**src/rtl/cpu_pkg.sv**
```systemverilog
// Shared CPU definitions: opcode encoding and the operand bundle handed to execute.
package cpu_pkg;

    localparam int OP_W   = 4;
    localparam int DATA_W = 8;
    localparam int REG_AW = 4;

    typedef logic [OP_W-1:0] opcode_t;

    localparam opcode_t OP_ADD = 4'h0;
    localparam opcode_t OP_SUB = 4'h1;
    localparam opcode_t OP_AND = 4'h2;
    localparam opcode_t OP_OR  = 4'h3;
    localparam opcode_t OP_XOR = 4'h4;
    localparam opcode_t OP_SLL = 4'h5;
    localparam opcode_t OP_SRL = 4'h6;
    localparam opcode_t OP_LD  = 4'h8;
    localparam opcode_t OP_ST  = 4'h9;

    // Default-width view of the bundle; operand_stage builds the same layout from its parameters.
    typedef struct packed {
        opcode_t             op;
        logic [DATA_W-1:0]   a;
        logic [DATA_W-1:0]   b;
        logic [REG_AW-1:0]   rd_addr;
        logic                rd_we;
    } operand_bundle_t;

endpackage

```
**src/rtl/operand_stage_scoreboard.sv**
```systemverilog
// One pending bit per architectural register; a set from a new issue wins over a same-cycle clear.
module operand_stage_scoreboard #(
    parameter int ADDR_WIDTH = 4
) (
    input  logic                     clk,
    input  logic                     rst,
    input  logic                     set_en_i,
    input  logic [ADDR_WIDTH-1:0]    set_addr_i,
    input  logic                     clr_en_i,
    input  logic [ADDR_WIDTH-1:0]    clr_addr_i,
    input  logic                     flush_clr_en_i,
    input  logic [ADDR_WIDTH-1:0]    flush_clr_addr_i,
    output logic [2**ADDR_WIDTH-1:0] pending_o
);

    localparam int NREG = 2**ADDR_WIDTH;

    logic [NREG-1:0] pending_d, pending_q;

    always_comb begin
        pending_d = pending_q;
        for (int i = 0; i < NREG; i++) begin
            if (set_en_i && set_addr_i == ADDR_WIDTH'(i)) begin
                pending_d[i] = 1'b1;
            end else if ((clr_en_i && clr_addr_i == ADDR_WIDTH'(i)) ||
                         (flush_clr_en_i && flush_clr_addr_i == ADDR_WIDTH'(i))) begin
                pending_d[i] = 1'b0;
            end
        end
    end

    always_ff @(posedge clk or posedge rst) begin
        if (rst) begin
            pending_q <= '0;
        end else begin
            pending_q <= pending_d;
        end
    end

    assign pending_o = pending_q;

endmodule

```
**src/rtl/operand_stage.sv**
```systemverilog
// Register-read/issue stage: reads operands with write-back bypass, stalls on RAW/WAW
// hazards via a pending-register scoreboard, and holds a registered bundle for execute.
module operand_stage
    import cpu_pkg::*;
#(
    parameter int ADDR_WIDTH = 4,
    parameter int WIDTH      = 8,
    parameter int OP_WIDTH   = 4,
    parameter bit ZERO_REG   = 1'b1
) (
    input  logic                  clk,
    input  logic                  rst,
    input  logic                  id_valid,
    output logic                  id_ready,
    input  logic [OP_WIDTH-1:0]   id_op,
    input  logic [ADDR_WIDTH-1:0] id_rs1_addr,
    input  logic [ADDR_WIDTH-1:0] id_rs2_addr,
    input  logic                  id_rs1_used,
    input  logic                  id_rs2_used,
    input  logic [ADDR_WIDTH-1:0] id_rd_addr,
    input  logic                  id_rd_we,
    input  logic [WIDTH-1:0]      id_imm,
    input  logic                  id_use_imm,
    output logic [ADDR_WIDTH-1:0] rs1_addr,
    output logic [ADDR_WIDTH-1:0] rs2_addr,
    input  logic [WIDTH-1:0]      rs1_data,
    input  logic [WIDTH-1:0]      rs2_data,
    input  logic                  wb_we,
    input  logic [ADDR_WIDTH-1:0] wb_addr,
    input  logic [WIDTH-1:0]      wb_data,
    input  logic                  flush,
    output logic                  ex_valid,
    input  logic                  ex_ready,
    output logic [OP_WIDTH-1:0]   ex_op,
    output logic [WIDTH-1:0]      ex_a,
    output logic [WIDTH-1:0]      ex_b,
    output logic [ADDR_WIDTH-1:0] ex_rd_addr,
    output logic                  ex_rd_we
);

    localparam int NREG = 2**ADDR_WIDTH;

    typedef struct packed {
        logic [OP_WIDTH-1:0]   op;
        logic [WIDTH-1:0]      a;
        logic [WIDTH-1:0]      b;
        logic [ADDR_WIDTH-1:0] rd_addr;
        logic                  rd_we;
    } bundle_t;

    function automatic logic is_zero(input logic [ADDR_WIDTH-1:0] r);
        return ZERO_REG && (r == '0);
    endfunction

    function automatic logic wb_hit(input logic [ADDR_WIDTH-1:0] r, input logic we,
                                    input logic [ADDR_WIDTH-1:0] wa);
        return we && (wa == r);
    endfunction

    logic [NREG-1:0] pending;
    logic            raw1, raw2, waw, accept;
    logic [WIDTH-1:0] opa, opb;
    bundle_t         bundle_d, bundle_q;
    logic            ex_valid_d, ex_valid_q;

    assign rs1_addr = id_rs1_addr;
    assign rs2_addr = id_rs2_addr;

    // A write-back landing this cycle resolves the hazard, so it never stalls.
    always_comb begin
        raw1 = id_rs1_used && !is_zero(id_rs1_addr) && pending[id_rs1_addr]
               && !wb_hit(id_rs1_addr, wb_we, wb_addr);
        raw2 = id_rs2_used && !is_zero(id_rs2_addr) && pending[id_rs2_addr]
               && !wb_hit(id_rs2_addr, wb_we, wb_addr);
        waw  = id_rd_we && !is_zero(id_rd_addr) && pending[id_rd_addr]
               && !wb_hit(id_rd_addr, wb_we, wb_addr);
    end

    assign id_ready = !rst && !flush && !raw1 && !raw2 && !waw && (!ex_valid_q || ex_ready);
    assign accept   = id_valid && id_ready;

    always_comb begin
        if (is_zero(id_rs1_addr))                      opa = '0;
        else if (wb_hit(id_rs1_addr, wb_we, wb_addr))  opa = wb_data;
        else                                           opa = rs1_data;

        if (id_use_imm)                                opb = id_imm;
        else if (is_zero(id_rs2_addr))                 opb = '0;
        else if (wb_hit(id_rs2_addr, wb_we, wb_addr))  opb = wb_data;
        else                                           opb = rs2_data;
    end

    always_comb begin
        bundle_d   = bundle_q;
        ex_valid_d = ex_valid_q;
        if (flush) begin
            ex_valid_d = 1'b0;
        end else if (accept) begin
            ex_valid_d       = 1'b1;
            bundle_d.op      = id_op;
            bundle_d.a       = opa;
            bundle_d.b       = opb;
            bundle_d.rd_addr = id_rd_addr;
            bundle_d.rd_we   = id_rd_we;
        end else if (ex_ready) begin
            ex_valid_d = 1'b0;
        end
    end

    always_ff @(posedge clk or posedge rst) begin
        if (rst) begin
            ex_valid_q <= 1'b0;
            bundle_q   <= '0;
        end else begin
            ex_valid_q <= ex_valid_d;
            bundle_q   <= bundle_d;
        end
    end

    operand_stage_scoreboard #(.ADDR_WIDTH(ADDR_WIDTH)) u_sb (
        .clk              (clk),
        .rst              (rst),
        .set_en_i         (accept && id_rd_we && !is_zero(id_rd_addr)),
        .set_addr_i       (id_rd_addr),
        .clr_en_i         (wb_we),
        .clr_addr_i       (wb_addr),
        .flush_clr_en_i   (flush && ex_valid_q && bundle_q.rd_we),
        .flush_clr_addr_i (bundle_q.rd_addr),
        .pending_o        (pending)
    );

    assign ex_valid   = ex_valid_q;
    assign ex_op      = bundle_q.op;
    assign ex_a       = bundle_q.a;
    assign ex_b       = bundle_q.b;
    assign ex_rd_addr = bundle_q.rd_addr;
    assign ex_rd_we   = bundle_q.rd_we;

endmodule

```
**config.mk**
```make
export PLATFORM = sky130hd
export DESIGN_NAME = operand_stage
export DESIGN_NICKNAME = d
export VERILOG_FILES = /design/src/rtl/cpu_pkg.sv /design/src/rtl/operand_stage_scoreboard.sv /design/src/rtl/operand_stage.sv
export SDC_FILE = /design/constraint.sdc
export NUM_CORES = 1
export LEC_CHECK = 0
export ABC_AREA = 1
export ABC_CLOCK_PERIOD_IN_PS = 2700
export CORE_UTILIZATION = 35
export CTS_CLUSTER_SIZE = 40
export DETAILED_ROUTE_END_ITERATION = 10
export MAX_ROUTING_LAYER = met4
export PLACE_DENSITY = 0.73
export SLEW_MARGIN = 20
export SYNTH_ARGS = -nofsm -noshare
export SYNTH_HDL_FRONTEND = slang
export SYNTH_SLANG_ARGS = --single-unit
```
**constraint.sdc**
```tcl
create_clock -name clk -period 2.7 [get_ports clk]
set_clock_uncertainty 0.2 [all_clocks]
set_input_delay 0.54 -clock clk [delete_from_list [all_inputs] [get_ports clk]]
set_output_delay 0.54 -clock clk [all_outputs]
set_load 0.1 [all_outputs]
```
==> results of run 1 <==
## flip-flops by register name, summed over array words and instances, names as in the netlist
| signal | count |
|---|---|
| ex_valid | 1 |
| ex_a | 8 |
| ex_op | 4 |
| ex_rd_we | 1 |
| ex_rd_addr | 4 |
| ex_b | 8 |
| u_sb.pending_o | 16 |
## report_power, final
| part | leakage, nW | switching (mW) | internal (mW) |
|---|---|---|---|
| Clock | 0.0483 | 0.233 | 0.182 |
| Combinational | 1.91 | 1.12 | 0.397 |
| Sequential | 0.547 | 0.116 | 0.747 |
| Total | 2.51 | 1.47 | 1.33 |
## tightest hold or removal path: cells and delay by family (launching register included)
kind / cells / cell delay (ns)
simple gates: 2 / 0.09
flops: 1 / 0.36
## metrics by stage
stage / hold WS, ns / instances
6_report: 0.280 / 767
5_1_grt: 0.308 / 767
4_1_cts: 0.283 / 767
3_5_place_dp: 0.261 / 748
3_3_place_gp: 0.258 / 748
2_1_floorplan: 0.297 / 520
## how the worst max path moves through the flow
stage / from / end / slack (ns) / cells after the start
6_report: wb_addr[2] / id_ready / 0.07 / 12
3_3_place_gp: id_rd_addr[0] / ex_b[5] / -0.40 / 14
5_1_grt: id_rs2_addr[2] / id_ready / 0.0006 / 12
4_1_cts: id_rd_addr[1] / id_ready / 0.003 / 11
2_1_floorplan: rst / id_ready / 0.04 / 6
3_5_place_dp: id_rd_addr[0] / ex_a[3] / -0.46 / 14
## area by class of cell
type                    instances  area share
well taps                     108      0.0286
repair buffers                162       0.310
flip-flops and latches         42       0.222
multi-input cells             392       0.376
clock buffers                   5      0.0145
inverters                      55      0.0447
clock inverters                 3     0.00397
## cells by family (layout without fill, tap and decap cells)
family          count (synthesis)  after routing
buf+inv                        86            225
simple gates                  343            343
xor+xnor                        2              2
flops                          42             42
compound gates                 47             47
## cells in the final DEF, fill, tap and decap left out, types with 4 or more instances in the layout
cell type and instances:
buf_4 84, inv_2 9, o211ai_1 12, nor2_1 41, buf_12 9, buf_6 7
inv_1 44, nand2_1 204, nor3_1 6, dfrtp_1 42, nand4_1 16, nand3_1 63
dlygate4sd2_1 7, clkbuf_8 5, o21ai_0 15, clkbuf_2 5, clkdlybuf4s15_1 4, a21oi_1 13
clkdlybuf4s50_1 44
## layer usage
metal	vias to the layer above	track usage	part of all wire
met5	-	-	0
met4	0	0.0909	0.032
met3	30	0.0329	0.062
met2	160	0.418	0.48
met1	1798	0.309	0.42
li1	1940	-	-
## timing repair
item | in CTS | in global routing
pin swaps | 7 | 11
gates cloned | 2 | 0
setup endpoints to repair | 27 | 27
setup buffers | 9 | 1
resized for setup | 36 | 18
==> results_dict.tcl, run 1 <==
set metrics [dict create \
    period_share 0.974 \
    gp_congestion 0.919 \
    drive_gt1_frac 0.209 \
    seq_area_frac_synth 0.327 \
    synthXorXnorAreaFrac 0.00546 \
    grt_pass1_wl_mm 18.3 \
    cp.arrival_ns 1.89 \
    fin_ws_ns 0.0700 \
    setup_tns_ns 0 \
    ys_async_sr_fraction 1.00 \
    synthesis.nets 582 \
    syn_area_per_cell_um2 6.17 \
    wl_mm 11.1 \
    hpwl_mm 8.73 \
    initial_utilization 0.364 \
    slowest_stage "clkdlybuf4s15_1" \
    cp_slowest_stage_delay_ns 0.25 \
    antenna_found_initial 0 \
    rows 34 \
    power.static_leakage_nw 2.51 \
    synth_simple_gate_area_frac 0.456 \
    avgRoutedWirePerCell_um 14.4 \
    path_delay_family "simple AND/OR/NAND/NOR gates" \
    cts_tree "yes" \
    ff2ff_path_depth 13 \
    core_um2 8810 \
    startpoint_type "input port" \
    grt_max_degree 43 \
    max_freq_mhz 380 \
    failed_checks "design-rule violations" \
    h-tree-depth 2 \
    timing.rr.end "ex_a[3]" \
    slew_viol_final 0 \
    synth_mux_area_frac 0 \
    relSlewSlack 0.592 \
    vias_per_cell 5.12 \
    critPathBufInv 4 \
    crit_top_cell "nand3_2" \
    vias 3928 \
    cellPowerDensity_nw_per_um2 591 \
    cts_max_path_buffers 2 \
    clk_pin_slew_worst_paths_ns 0.09 \
    area_growth_pct 47.4 \
    vdd_drop_max_v 0.000420 \
    status "finished with violations" \
    reg2reg_from "u_sb.pending_o[12]" \
    synth_area_leaders "dfrtp_1, nand2_1, nand3_1, inv_1, nor2_1" \
    drc 4 \
    synth.most_common_cell "nand2_1" \
    clkLatencyLatePin_ns 0.30 \
    finish.utilization 0.537 \
    die_w_um 97.8 \
    grt_use_total 0.250 \
    worstHoldStart "ex_op[3]" \
    hold_violations 0 \
    synthTopCellsByCount "nand2_1, nand3_1, inv_1" \
    yosysWarnings 0 \
    synth_top_family_by_area "simple AND/OR/NAND/NOR gates" \
    final.fill_count 897 \
    setup_viol 0 \
    required_ns 1.96 \
    period_minus_slack_ns 2.63 \
    dieArea_um2 9560 \
    yosysTopAreaCell "dfrtp_1" \
    synthAdderAreaFrac 0 \
    synth_top_area_frac 0.327 \
    drtPass1Iterations 8 \
    synth_compound_area_frac 0.0873 \
    final_area_um2 4730 \
    p_total_mw 2.80 \
    pin_count 97 \
    ys_ff_latch 42 \
    netlist_instances 520 \
    ys.flop_type "dfrtp_1" \
    synth_edf_count 0 \
    cts_made_buffers 5 \
    clock_sinks 42 \
    cap_violations 0 \
    root_buffer "clkbuf_8" \
    regArea_um2 1050 \
    multi_input_area_um2 1780 \
    ff2ff_setup_slack_ns 0.30 \
    nets 720 \
    hold_buffers 0 \
    die_y_um 97.8 \
    ant_nets 0 \
    cp_cell_sequence "clkdlybuf4s15_1, inv_1, nand2_1, nand2_1, nor2_2, nand3_2, nand3_2, inv_2, nand2_2, nand3_2, nor2_4, buf_12" \
    hold-path-cell-count 2 \
    antennaDiodeCount 0 \
    netlist_area_um2 3210 \
    globalRoute.totalOverflow 0 \
    place_ws_ns -0.463 \
    hp-class "reg -> reg" \
    rsz0062_at_grt "false" \
    crit_fanout 4 \
    critPathKind "in -> out" \
    hold_end "ex_op[3]" \
    tightest_slew_ns 0.607 \
    grt_pass1_vias 3735 \
    ys_types 29 \
    worst_setup_path_end_kind "output pin" \
    drt_iter0_markers 294 \
    dpl_cell_area_um2 4560 \
    io_buffers 96 \
]
(Power assumes the default switching activity.)
==> inputs of run 2 (changes only) <==
--- a/config.mk
+++ b/config.mk
@@ -8,6 +8,7 @@
 export ABC_AREA = 1
 export ABC_CLOCK_PERIOD_IN_PS = 2700
 export CORE_UTILIZATION = 35
+export CTS_CLUSTER_DIAMETER = 100
 export CTS_CLUSTER_SIZE = 40
 export DETAILED_ROUTE_END_ITERATION = 10
 export MAX_ROUTING_LAYER = met4
==> results of run 2 <==
The final DEF is identical to that of run 1; final timing and power are the same.
==> inputs of run 3 (changes only) <==
--- a/config.mk
+++ b/config.mk
@@ -7,10 +7,13 @@
 export LEC_CHECK = 0
 export ABC_AREA = 1
 export ABC_CLOCK_PERIOD_IN_PS = 2700
+export CAP_MARGIN = 40
+export CORE_ASPECT_RATIO = 1.75
 export CORE_UTILIZATION = 35
 export CTS_CLUSTER_DIAMETER = 100
 export CTS_CLUSTER_SIZE = 40
 export DETAILED_ROUTE_END_ITERATION = 10
+export GPL_TIMING_DRIVEN = 1
 export MAX_ROUTING_LAYER = met4
 export PLACE_DENSITY = 0.73
 export SLEW_MARGIN = 20
==> results_dict.tcl, run 3 (synthesis results as in run 1) <==
set metrics [dict create \
    worstHoldStart "ex_op[2]" \
    layout_commonest_cell "nand2_1" \
    root_buffer "clkbuf_16" \
    grt_max_degree 43 \
    globalRoute.totalOverflow 0 \
    clock_sinks 42 \
    p_total_mw 3.00 \
    core_um2 8780 \
    power.static_leakage_nw 2.52 \
    slew_viol_final 0 \
    reg2reg_from "u_sb.pending_o[9]" \
    relSlewSlack 0.631 \
    critPathKind "in -> out" \
    crit_path_end "id_ready" \
    drtPass1Iterations 8 \
    drt_iter0_markers 118 \
    rsz0062_at_grt "false" \
    h-tree-depth 2 \
    gp_congestion 1.04 \
    critPathLaunch "id_rs1_addr[1]" \
    fin_cells 774 \
    period_share 0.968 \
    clkPwrFrac 0.206 \
    power_switching_mw 1.49 \
    tightest_slew_ns 0.553 \
    max_freq_mhz 383 \
    hold_violations 0 \
    drc 0 \
    drive_gt1_frac 0.212 \
    p_comb_frac 0.507 \
    cp_cell_sequence "dlygate4sd2_1, inv_1, nor2_1, nor3_2, nand3b_1, nand3_1, a21oi_2, buf_4, nor2_4, buf_12" \
    final_area_um2 4790 \
    intPower_mw 1.51 \
    cp_slowest_stage_delay_ns 0.27 \
    required_ns 1.96 \
    swShare 0.497 \
    cts_tree "yes" \
    pin_count 97 \
    vias 3901 \
    worst_setup_path_end_kind "output pin" \
    startpoint_type "input port" \
    ff2ff_setup_slack_ns 0.53 \
    place_ws_ns -0.330 \
    timing.rr.end "u_sb.pending_o[8]" \
    area_growth_pct 49.2 \
    cap_violations 0 \
    final_cell_mix "nand2_1, buf_4, nand3_1" \
    crit_fanout 3 \
    hpwl_mm 9.09 \
    cts_max_path_buffers 2 \
    cellPowerDensity_nw_per_um2 627 \
    setup_viol 0 \
    die_w_um 74.4 \
    slowest_stage "dlygate4sd2_1" \
    nets 718 \
    vdd_drop_max_v 0.000445 \
    rows 45 \
    final.fill_count 917 \
    clkLatencyLatePin_ns 0.29 \
    dieArea_um2 9570 \
    ant_nets 0 \
    wl_mm 11.8 \
    status "finished clean" \
    ff2ff_path_depth 11 \
    grt_pass1_vias 3827 \
    initial_utilization 0.365 \
    hp-class "reg -> reg" \
    multi_input_area_um2 1780 \
    antennaDiodeCount 0 \
    die_y_um 129 \
    cp.arrival_ns 1.87 \
    grt_pass1_wl_mm 18.4 \
    fin_ws_ns 0.0876 \
    regArea_um2 1050 \
    largest_register_ffs 16 \
    grt_use_total 0.266 \
    antenna_found_initial 0 \
    cts_made_buffers 5 \
    period_minus_slack_ns 2.61 \
    clk_pin_slew_worst_paths_ns 0.06 \
    sequentialPowerShare 0.286 \
    numPlacedInstances 758 \
    dpl_cell_area_um2 4580 \
    avgRoutedWirePerCell_um 15.2 \
    vias_per_cell 5.04 \
    io_buffers 96 \
]
run 3: cell count changes in the layout (fill, tap and decap cells not counted), sizes merged:
cell	delta
buf	-3
clkbuf	+2
dlygate4sd2	+1
clkinv	-2
run 3: timing repair:
item                                    in CTS  in global routing
endpoints found under the setup margin       1                  1
hold buffers                                 0                  0
buffers inserted                             5                  1
resized for setup                           37                 20
pin swaps                                    6                  6
cloned                                       2                  0
run 3: cell type report:
| type | count | share of cell area |
|---|---|---|
| multi-input combinational | 392 | 0.371 |
| timing repair buffer | 160 | 0.302 |
| sequential | 42 | 0.219 |
| inverter | 55 | 0.0455 |
| tap | 117 | 0.0306 |
| clock buffer | 7 | 0.0298 |
| clock inverter | 1 | 0.00104 |
run 3: metrics by stage:
stage,TNS [ns],util,hold slack [ns]
floorplan,0,-,0.297
global placement,-9.52,0.521,0.256
detailed placement,-10.19,0.521,0.260
CTS,0,0.544,0.279
global route,0,0.545,0.299
finish,0,0.545,0.272
run 3: power by group through the flow:
stage	Combinational, mW	Clock [mW]	Sequential [mW]
global route	1.60	0.642	0.870
detailed placement	1.52	0	0.866
finish	1.52	0.620	0.860
floorplan	0.378	0	1.54
CTS	1.52	0.626	0.858
global placement	1.51	0	0.865
run 3: layer usage:
| metal | up-vias | track usage | wire length (um) |
|---|---|---|---|
| met4 | 0 | 0.158 | 701 |
| li1 | 1929 | - | - |
| met3 | 40 | 0.0290 | 603 |
| met5 | - | - | 0 |
| met1 | 1769 | 0.282 | 4320 |
| met2 | 163 | 0.460 | 6180 |
run 3: worst min path at each step:
stage	slack [ns]	cells past startpoint	end
floorplan	0.30	2	u_sb.pending_o[12]
global placement	0.26	2	ex_a[5]
detailed placement	0.26	2	ex_a[0]
CTS	0.28	2	ex_op[2]
global route	0.30	2	ex_a[5]
finish	0.27	2	ex_op[2]
run 3: critical path: cells and delay by family:
family | cells | cell delay, ns
compound gates | 1 | 0.05
simple gates | 5 | 0.58
buf+inv | 4 | 0.68
